## config.mk

```make
export PLATFORM = sky130hd
export DESIGN_NAME = uart_rx_fifo
export DESIGN_NICKNAME = d
export VERILOG_FILES = /design/src/rtl/uart_rx_fifo.sv
export SDC_FILE = /design/constraint.sdc
export NUM_CORES = 1
export LEC_CHECK = 0
export ABC_AREA = 1
export CAP_MARGIN = 30
export CORE_MARGIN = 3
export CORE_UTILIZATION = 25
export CTS_BUF_LIST = sky130_fd_sc_hd__clkbuf_8
export CTS_CLUSTER_SIZE = 40
export DETAILED_ROUTE_END_ITERATION = 10
export GPL_ROUTABILITY_DRIVEN = 0
export HOLD_SLACK_MARGIN = 0.12
export RECOVER_POWER = 100
export SETUP_SLACK_MARGIN = 0.15
export SYNTH_ARGS = -nofsm -noshare
export SYNTH_HDL_FRONTEND = slang
export SYNTH_SLANG_ARGS = --single-unit
export TNS_END_PERCENT = 100
```

## constraint.sdc

```tcl
create_clock -name clk -period 2.9 [get_ports clk]
set_input_delay 0.435 -clock clk [delete_from_list [all_inputs] [get_ports clk]]
set_output_delay 0.435 -clock clk [all_outputs]
set_load 0.01 [all_outputs]
```

## src/rtl/uart_rx_fifo.sv

```systemverilog
// Receive-side byte FIFO behind the UART receiver: in-order buffering, occupancy
// status for flow control and sticky overflow/underflow error flags.
module uart_rx_fifo #(
    parameter int DATA_WIDTH = 8,
    parameter int DEPTH      = 16,
    parameter int ADDR_WIDTH = 4,
    parameter int AF_LEVEL   = 12
) (
    input  logic                  clk,
    input  logic                  rst,
    input  logic                  wr_en,
    input  logic [DATA_WIDTH-1:0] wr_data,
    input  logic                  rd_en,
    output logic [DATA_WIDTH-1:0] rd_data,
    output logic                  rd_valid,
    output logic                  empty,
    output logic                  full,
    output logic                  almost_full,
    output logic [ADDR_WIDTH:0]   count,
    output logic                  overflow,
    output logic                  underflow,
    input  logic                  clr_err
);

    localparam logic [ADDR_WIDTH:0] FULL_CNT = (ADDR_WIDTH+1)'(DEPTH);
    localparam logic [ADDR_WIDTH:0] AF_CNT   = (ADDR_WIDTH+1)'(AF_LEVEL);

    logic [DATA_WIDTH-1:0] mem [DEPTH];
    logic [ADDR_WIDTH-1:0] wr_ptr, rd_ptr;
    logic                  wr_acc, rd_acc;

    // Status is decoded from the registered count only, so it is glitch-free
    // relative to the clock and full/empty are mutually exclusive by construction.
    assign empty       = (count == '0);
    assign full        = (count == FULL_CNT);
    assign almost_full = (count >= AF_CNT);

    // A read never frees room for a same-cycle write, and a write is never
    // bypassed to a same-cycle read: both decisions use pre-edge status.
    assign wr_acc = wr_en && !full;
    assign rd_acc = rd_en && !empty;

    // Storage is intentionally not reset.
    always_ff @(posedge clk) begin
        if (!rst && wr_acc)
            mem[wr_ptr] <= wr_data;
    end

    // Pointers wrap naturally since DEPTH is a power of two.
    always_ff @(posedge clk) begin
        if (rst) begin
            wr_ptr <= '0;
            rd_ptr <= '0;
            count  <= '0;
        end else begin
            if (wr_acc)
                wr_ptr <= wr_ptr + 1'b1;
            if (rd_acc)
                rd_ptr <= rd_ptr + 1'b1;
            case ({wr_acc, rd_acc})
                2'b10:   count <= count + 1'b1;
                2'b01:   count <= count - 1'b1;
                default: count <= count;
            endcase
        end
    end

    always_ff @(posedge clk) begin
        if (rst) begin
            rd_data  <= '0;
            rd_valid <= 1'b0;
        end else begin
            rd_valid <= rd_acc;
            if (rd_acc)
                rd_data <= mem[rd_ptr];
        end
    end

    // New error events take priority over a same-cycle clear.
    always_ff @(posedge clk) begin
        if (rst) begin
            overflow  <= 1'b0;
            underflow <= 1'b0;
        end else begin
            overflow  <= (overflow  && !clr_err) || (wr_en && full);
            underflow <= (underflow && !clr_err) || (rd_en && empty);
        end
    end

endmodule

```

=== Yosys cells after proc, flatten, opt, wreduce, memory -nomap -nowiden ===
Memory sizes are Yosys's and may differ from the RTL's. A register that Yosys moved wholly into a read port is not among the register bits.
Cells that the tools add are included.

* RAM bits: 128
* ROM bits: 0
* Logic and storage cells: 33
* Output and inout bits: 19
* Memories kept: 1
* Bits in registers: 16
* Latch bits: 0
* Input port bits: 13

{| class="wikitable"
|+ Memory list
! memory !! depth !! width !! read ports !! clocked after memory_dff !! write ports !! RTL line !! RTL
|-
| mem || 16 || 8 || 1 || 1 || 1 || 28 || <nowiki>logic [DATA_WIDTH-1:0] mem [DEPTH];</nowiki>
|}

* Shifts and indexed selects: 0
* Div/mod/pow operators: 0
* Mux-type cells: 3
* Bitwise gates (word level): 0
* Equal/unequal tests: 3
* Magnitude comparators: 1
* Multiply operators: 0
* Add/subtract/negate cells: 4
* Reduce and logical (&&, ||, !) cells: 15

{| class="wikitable"
|+ Operator list
! operator !! number
|-
| $pmux 5 s2 || 1
|-
| $add 4x1->4 const B || 2
|-
| $logic_and 1x1->1 || 7
|-
| $add 5x1->5 const B || 1
|-
| $eq 5x5->1 const B || 1
|-
| $ge 5x4->1 const B || 1
|-
| $logic_not 5->1 || 1
|-
| $sub 5x1->5 const B || 1
|-
| $logic_not 1->1 || 4
|-
| $eq 2x1->1 const B || 1
|-
| $eq 2x2->1 const B || 1
|-
| $logic_or 1x1->1 || 2
|-
| $mux 1 || 2
|-
| $reduce_bool 2->1 || 1
|}

=== Longest topological paths before layout ===
Gate-level depths: netlist of run 1.

* Word-level depth: 6
* Gate-level depth with buffers: 16
* Mapped depth without buffers: 15

=== Worst setup path before layout of run 1 ===
No wires, ideal clock.

* Kind: flip-flop to flip-flop
* Start: register count[4]
* End: register count[4]
* Stages on the path, launching flop included: 16
* Setup time: 71 ps
* Data required time: 2829 ps
* Setup slack: 727 ps
* Path buffers: 1
* Period minus slack after synthesis: 2173 ps
* Arrival: 2102 ps
* Path through: dfxtp_1 > inv_1 > nand4_1 > nand2_2 > inv_2 > buf_2 > ha_1 > inv_1 > fa_1 > inv_1 > nand2_1 > a21boi_1 > o21bai_1 > nand2_1 > nand2_1 > a21oi_1

* Word-level cells in the longest chain between the ends: 5
* Elaborated cells on any way between the ends: 12
* Classes of those cells: add/sub: 2; eq/ne: 3; mux: 1; reduce/logical: 6

{| class="wikitable"
|+ RTL lines
! what !! RTL line !! RTL
|-
| start, declared || 19 || <nowiki>output logic [ADDR_WIDTH:0] count,</nowiki>
|-
| start signal, assigned || 61 || <nowiki>2'b10: count <= count + 1'b1;</nowiki>
|-
| start signal, assigned || 62 || <nowiki>2'b01: count <= count - 1'b1;</nowiki>
|-
| start signal, assigned || 63 || <nowiki>default: count <= count;</nowiki>
|-
| $logic_not 5->1 * || 34 || <nowiki>assign empty = (count == '0);</nowiki>
|-
| $logic_not 1->1 * || 41 || <nowiki>assign rd_acc = rd_en && !empty;</nowiki>
|-
| $logic_and 1x1->1 * || 41 ||
|-
| named net rd_acc || 30 || <nowiki>logic wr_acc, rd_acc;</nowiki>
|-
| $eq 2x1->1 / $eq 2x2->1 (equally long branches) || 60 || <nowiki>case ({wr_acc, rd_acc})</nowiki>
|-
| $pmux 5 s2 / $reduce_bool 2->1 (equally long branches) || n/a ||
|}

Mark *: on every way through the listed nets, which the timed path passes. The rest lies on a longest branch.
A chain may end at the register's enable or synchronous reset.

==> impl_metrics.json, run 1 <==
{
  "status": "complete, no violations",
  "fin_crit_ps": 2347,
  "synthesis.area_um2": 6675,
  "arrival_ps": 2740,
  "hold_violations": 0,
  "fin_area_um2": 7756,
  "initial_utilization": 0.2554,
  "nets": 747,
  "io_pins": 32,
  "via_per_inst": 4.245,
  "syn-num-nets": 702,
  "tightestPinTransition_ps": 1483,
  "clk_latency_ps": 450,
  "power_density_nw_per_um2": 773.4,
  "grt_usage": 0.1068,
  "hp-class": "reg -> reg",
  "synth_cells": 679,
  "peakVddDrop_uv": 307.8,
  "swShare": 0.3243,
  "crit_path_max_fanout": 66,
  "coreArea_um2": 26130,
  "rsz0062_at_grt": "no",
  "hpwl_mm": 9.452,
  "maxCapViolCount": 0,
  "num_antenna_cells": 0,
  "cp-start-kind": "flip-flop",
  "cts_inserted_buffers": 17,
  "p_leak_nw": 3.222,
  "critPathRequiredTime_ps": 3290,
  "yosys_warnings": 0,
  "setup_violations": 0,
  "grt_overflow": 0,
  "post-route-drc-count": 0,
  "rows": 59,
  "end_kind": "flip-flop",
  "post-place-cells": 1040,
  "vias": 4551,
  "place_area_um2": 7403,
  "die_h_um": 169.4,
  "ys_types": 24,
  "root_buffer": "clkbuf_8",
  "timing.final.crit_share": 0.8094,
  "drt_iter0_drc": 332,
  "syn_avg_cell_area_um2": 9.831,
  "wl_per_cell_um": 13.95,
  "timing.fmax_mhz": 426.0,
  "cts_sinks": 152,
  "post_cts_resized": 0,
  "p_seq_frac": 0.427,
  "antenna_left": 0,
  "cts_tree": "built",
  "grt_antenna_before_repair": 0,
  "grt_pass1_wl_mm": 23.12,
  "clkPwrFrac": 0.283,
  "switchingPower_mw": 1.945,
  "grt_pass1_vias": 4264,
  "slew_headroom": 0.01119,
  "fin_skew_ps": 14.53,
  "dieArea_um2": 28700,
  "final-max-slew-violation-count": 0,
  "io_buffers": 31,
  "final.setup.tns_ps": 0,
  "path_class": "reg -> reg",
  "power_mw": 5.999,
  "area_delta_synth_final_pct": 16.19,
  "seq_area_frac_synth": 0.6478,
  "grt_max_degree": 67,
  "ys_ff_latch": 152,
  "cts_max_path_buffers": 2,
  "wl_mm": 14.95,
  "layout-drive-gt1-share": 0.05427,
  "holdBufCountCts": 0,
  "intPower_mw": 4.054,
  "final_cells": 1072,
  "htree_levels": 4,
  "cts_setup_buffers": 0,
  "path_clk_slew_ps": 80,
  "p_comb_frac": 0.290,
  "die_x_um": 169.4,
  "drtPass1Iterations": 5
}
per-layer routing:
metal / GRT usage / vias to the layer above / share of wire
met1: 0.1374 / 2140 / 0.45
met5: 0 / - / 0
met3: 0.02609 / 21 / 0.046
met2: 0.1738 / 110 / 0.48
met4: 0.04267 / 0 / 0.022
li1: - / 2280 / -
through the flow:
step / hold slack, ps / utilization / setup WS, ps
finish: 469.9 / 0.2968 / 552.7
global route: 498.8 / 0.2968 / 289.6
CTS: 472.0 / 0.2995 / 687.3
detailed placement: 458.1 / 0.2833 / 379.0
global placement: 453.1 / 0.2833 / 459.4
floorplan: 472.2 / - / 727.1
power groups by stage:
| stage | combinational [mW] | clock [mW] | sequential (mW) |
|---|---|---|---|
| 6_report | 1.74 | 1.70 | 2.56 |
| 5_1_grt | 1.95 | 1.81 | 2.58 |
| 4_1_cts | 1.81 | 1.74 | 2.57 |
| 3_5_place_dp | 1.80 | 0 | 2.62 |
| 3_3_place_gp | 1.79 | 0 | 2.62 |
| 2_1_floorplan | 1.19 | 0 | 2.64 |
worst max-delay path: stages (launching register included):
cell and delay, ps:
dfxtp_1 330, clkbuf_2 1070, nand2_1 100, nand2_1 130, nand2_1 60, nand3_1 120
nand3_1 160, nand3_1 170, nand2_1 60, inv_1 40
cells in the mapped netlist, drive strengths merged:
cell type / n / share of area
a21boi: 1 / 0.0011
a21oi: 15 / 0.011
buf: 26 / 0.026
clkbuf: 4 / 0.0022
dfxtp: 24 / 0.072
edfxtp: 128 / 0.58
fa: 1 / 0.0030
ha: 9 / 0.017
inv: 97 / 0.055
nand2: 224 / 0.13
nand3: 97 / 0.073
nand4: 2 / 0.0019
nor2: 35 / 0.020
nor3b: 1 / 0.0011
o21ai: 9 / 0.0067
o21bai: 1 / 0.0011
xnor2: 1 / 0.0013
xor2: 4 / 0.0052
area by class of cell:
| cell class | instances | area [µm²] |
|---|---|---|
| Sequential cell | 152 | 4324 |
| Clock buffer | 19 | 261.5 |
| Fill cell | 2740 | 18380 |
| Inverter | 97 | 364.1 |
| Clock inverter | 13 | 162.7 |
| Tap cell | 335 | 419.2 |
| Multi-Input combinational cell | 400 | 1789 |
| Timing Repair Buffer | 56 | 435.4 |
cells by family after synthesis:
family / after synthesis / synth area share
fa+ha+maj: 10 / 0.01987
buf+inv: 127 / 0.08303
simple gates: 359 / 0.2225
xor+xnor: 5 / 0.006560
flops: 152 / 0.6478
compound gates: 26 / 0.02024
registers in the layout (all words and copies together), names as in the netlist:
register and flops:
rd_valid 1, wr_ptr 4, underflow 1, rd_ptr 4, overflow 1, count 5, mem 128, rd_data 8
final timing paths:
kind,from,to,slack [ps],cells after the start
max reg2reg,rd_ptr[0],rd_data[5],550,9
min,underflow,underflow,470,2
min reg2reg,underflow,underflow,470,2
max,rd_ptr[0],rd_data[5],550,9
cell usage in the layout, fill, tap and decap left out, types with 2 or more instances in the layout:
cell type / count
ha_1: 9
xor2_1: 4
clkdlybuf4s50_1: 4
inv_1: 97
clkbuf_1: 16
edfxtp_1: 128
o21ai_0: 7
clkbuf_8: 19
buf_4: 8
inv_2: 5
nand3_1: 97
bufinv_16: 4
nand2_1: 224
a21oi_1: 15
dlygate4sd3_1: 27
dfxtp_1: 24
clkinvlp_4: 2
o21ai_1: 2
nor2_1: 35
nand4_1: 2
Note: power is estimated with default switching activity, not from simulation.
==> run 2, diff against run 1 <==
==> constraint.sdc (replaced) <==
create_clock -name clk -period 2.1 [get_ports clk]
set_input_delay 0.315 -clock clk [delete_from_list [all_inputs] [get_ports clk]]
set_output_delay 0.315 -clock clk [all_outputs]
set_load 0.01 [all_outputs]
==> run 2 against run 1 <==
  * Final cell count up 0.93%
  * Combinational power up 42%
  * Wire length up 1.2%
  * Die area unchanged
  * Final area up 1.2%
  * Critical path depth down 6
  * Sequential share of layout area down 0.50 points
  * Worst setup slack worse by 380 ps
  * Highest routed layer unchanged
  * Global-route usage up 0.11 points
  * Clock skew down 3.2 ps
  * Flip-flop and latch count unchanged
  * Critical endpoint is now almost_full
==> impl_metrics.json, run 2 (same netlist as run 1, synthesis figures left out) <==
{
  "top_register": "mem",
  "place_area_um2": 7460,
  "fin_crit_ps": 1927,
  "nets": 756,
  "crit_path_max_fanout": 4,
  "pre_cts_ws_ps": -49.49,
  "final.setup.tns_ps": 0,
  "rows": 59,
  "regToRegSetupSlack_ps": 170,
  "crit_path_max_incr_delay_ps": 620,
  "drt_iter0_drc": 409,
  "grt_max_degree": 46,
  "critPathRequiredTime_ps": 1780,
  "wl_mm": 15.13,
  "regArea_um2": 4335,
  "r2r-end": "mem[15][1]",
  "cp-start-kind": "flip-flop",
  "cts_inserted_buffers": 17,
  "crit_chain": "inv_1 > o21ai_0 > dlygate4sd3_1",
  "end_kind": "output pin",
  "cp-endpoint": "almost_full",
  "power_mw": 8.309,
  "drtPass1Iterations": 5,
  "hold_ws_ps": 466.3,
  "fin_area_um2": 7846,
  "hpwl_mm": 9.505,
  "via_per_inst": 4.278,
  "slew_headroom": 0.3924,
  "cts_tree": "built",
  "grt_overflow": 0,
  "cts_sinks": 152,
  "post-route-drc-count": 0,
  "power_density_nw_per_um2": 1059,
  "post-place-cells": 1045,
  "root_buffer": "clkbuf_8",
  "rr_worst_depth": 8,
  "timing.fmax_mhz": 518.9,
  "die_x_um": 169.4,
  "largest_reg_flops": 128,
  "fin_util": 0.3002,
  "cts_max_path_buffers": 2,
  "io_pins": 32,
  "setup_violations": 0,
  "final_cell_mix": "223 x nand2_1, 128 x edfxtp_1, 97 x nand3_1, 93 x inv_1, 34 x nor2_1",
  "multi_input_area_um2": 1814,
  "hold_violations": 0,
  "hp-class": "reg -> reg",
  "coreArea_um2": 26130,
  "startpoint": "count[3]",
  "area_delta_synth_final_pct": 17.54,
  "finalWorstSetupSlack_ps": 172.8,
  "dieArea_um2": 28700,
  "timing.final.crit_share": 0.9177,
  "arrival_ps": 1610,
  "path_clk_slew_ps": 80,
  "final-max-slew-violation-count": 0,
  "wl_per_cell_um": 13.98,
  "rsz0062_at_grt": "yes",
  "grt_pass1_wl_mm": 23.74,
  "die_h_um": 169.4,
  "grt_pass1_vias": 4534,
  "maxCapViolCount": 0,
  "peakVddDrop_uv": 384.6,
  "reg2reg_from": "count[3]",
  "path_class": "reg -> out",
  "tightestPinTransition_ps": 911.4,
  "io_buffers": 31,
  "grt_antenna_before_repair": 1,
  "grt_usage": 0.1079,
  "fillers": 2728,
  "final_common_cell": "nand2_1",
  "htree_levels": 4,
  "vias": 4629,
  "holdBufCountCts": 0,
  "fin_skew_ps": 11.33,
  "antenna_left": 0,
  "clk_latency_ps": 440,
  "final_cells": 1082,
  "status": "complete, no violations",
  "layout-drive-gt1-share": 0.09383,
  "reg_top3": "mem x128, rd_data x8, count x5",
  "cpMaxStageDelayCell": "dlygate4sd3_1",
  "initial_utilization": 0.2554,
  "p_leak_nw": 3.304
}
run 2: critical path, delay by kind of cell (launching register included):
kind                   cells  cell delay (ps)
flip-flops                 1              380
AO/OA/AOI/OAI              1              120
buffers and inverters      2              670
run 2: worst min-delay path by stage:
stage,startpoint,to,depth (start not counted)
2_1_floorplan,wr_data[0],mem[0][0],0
3_3_place_gp,overflow,overflow,2
3_5_place_dp,underflow,underflow,2
4_1_cts,rd_en,underflow,3
5_1_grt,rd_en,underflow,3
6_report,underflow,underflow,2
run 2: final cells by class:
| cell class | count | share of cell area |
|---|---|---|
| sequential | 152 | 0.5525 |
| multi-input combinational | 400 | 0.2312 |
| timing repair buffer | 65 | 0.06474 |
| tap | 335 | 0.05342 |
| inverter | 97 | 0.04640 |
| clock buffer | 17 | 0.02982 |
| clock inverter | 15 | 0.02153 |
| antenna | 1 | 0.0003189 |
run 2: per-layer routing:
| metal | wire, µm | part of all wire | track usage | vias to the layer above |
|---|---|---|---|---|
| met3 | 803 | 0.053 | 0.02725 | 16 |
| met1 | 6587 | 0.44 | 0.1364 | 2195 |
| met2 | 7550 | 0.50 | 0.1827 | 116 |
| li1 | - | - | - | 2302 |
| met5 | 0 | 0 | 0 | - |
| met4 | 188 | 0.012 | 0.03307 | 0 |
run 2: repair_timing:
| item | CTS | global route |
|---|---|---|
| pin swaps | 1 | 6 |
| gates resized for setup | 2 | 6 |
| setup buffers | 0 | 4 |
| setup endpoints to repair | 2 | 3 |
run 2: where the power goes:
part	total, mW	switching, mW	internal [mW]
combinational	2.47	1.58	0.890
sequential	3.56	0.108	3.45
clock	2.28	1.02	1.26
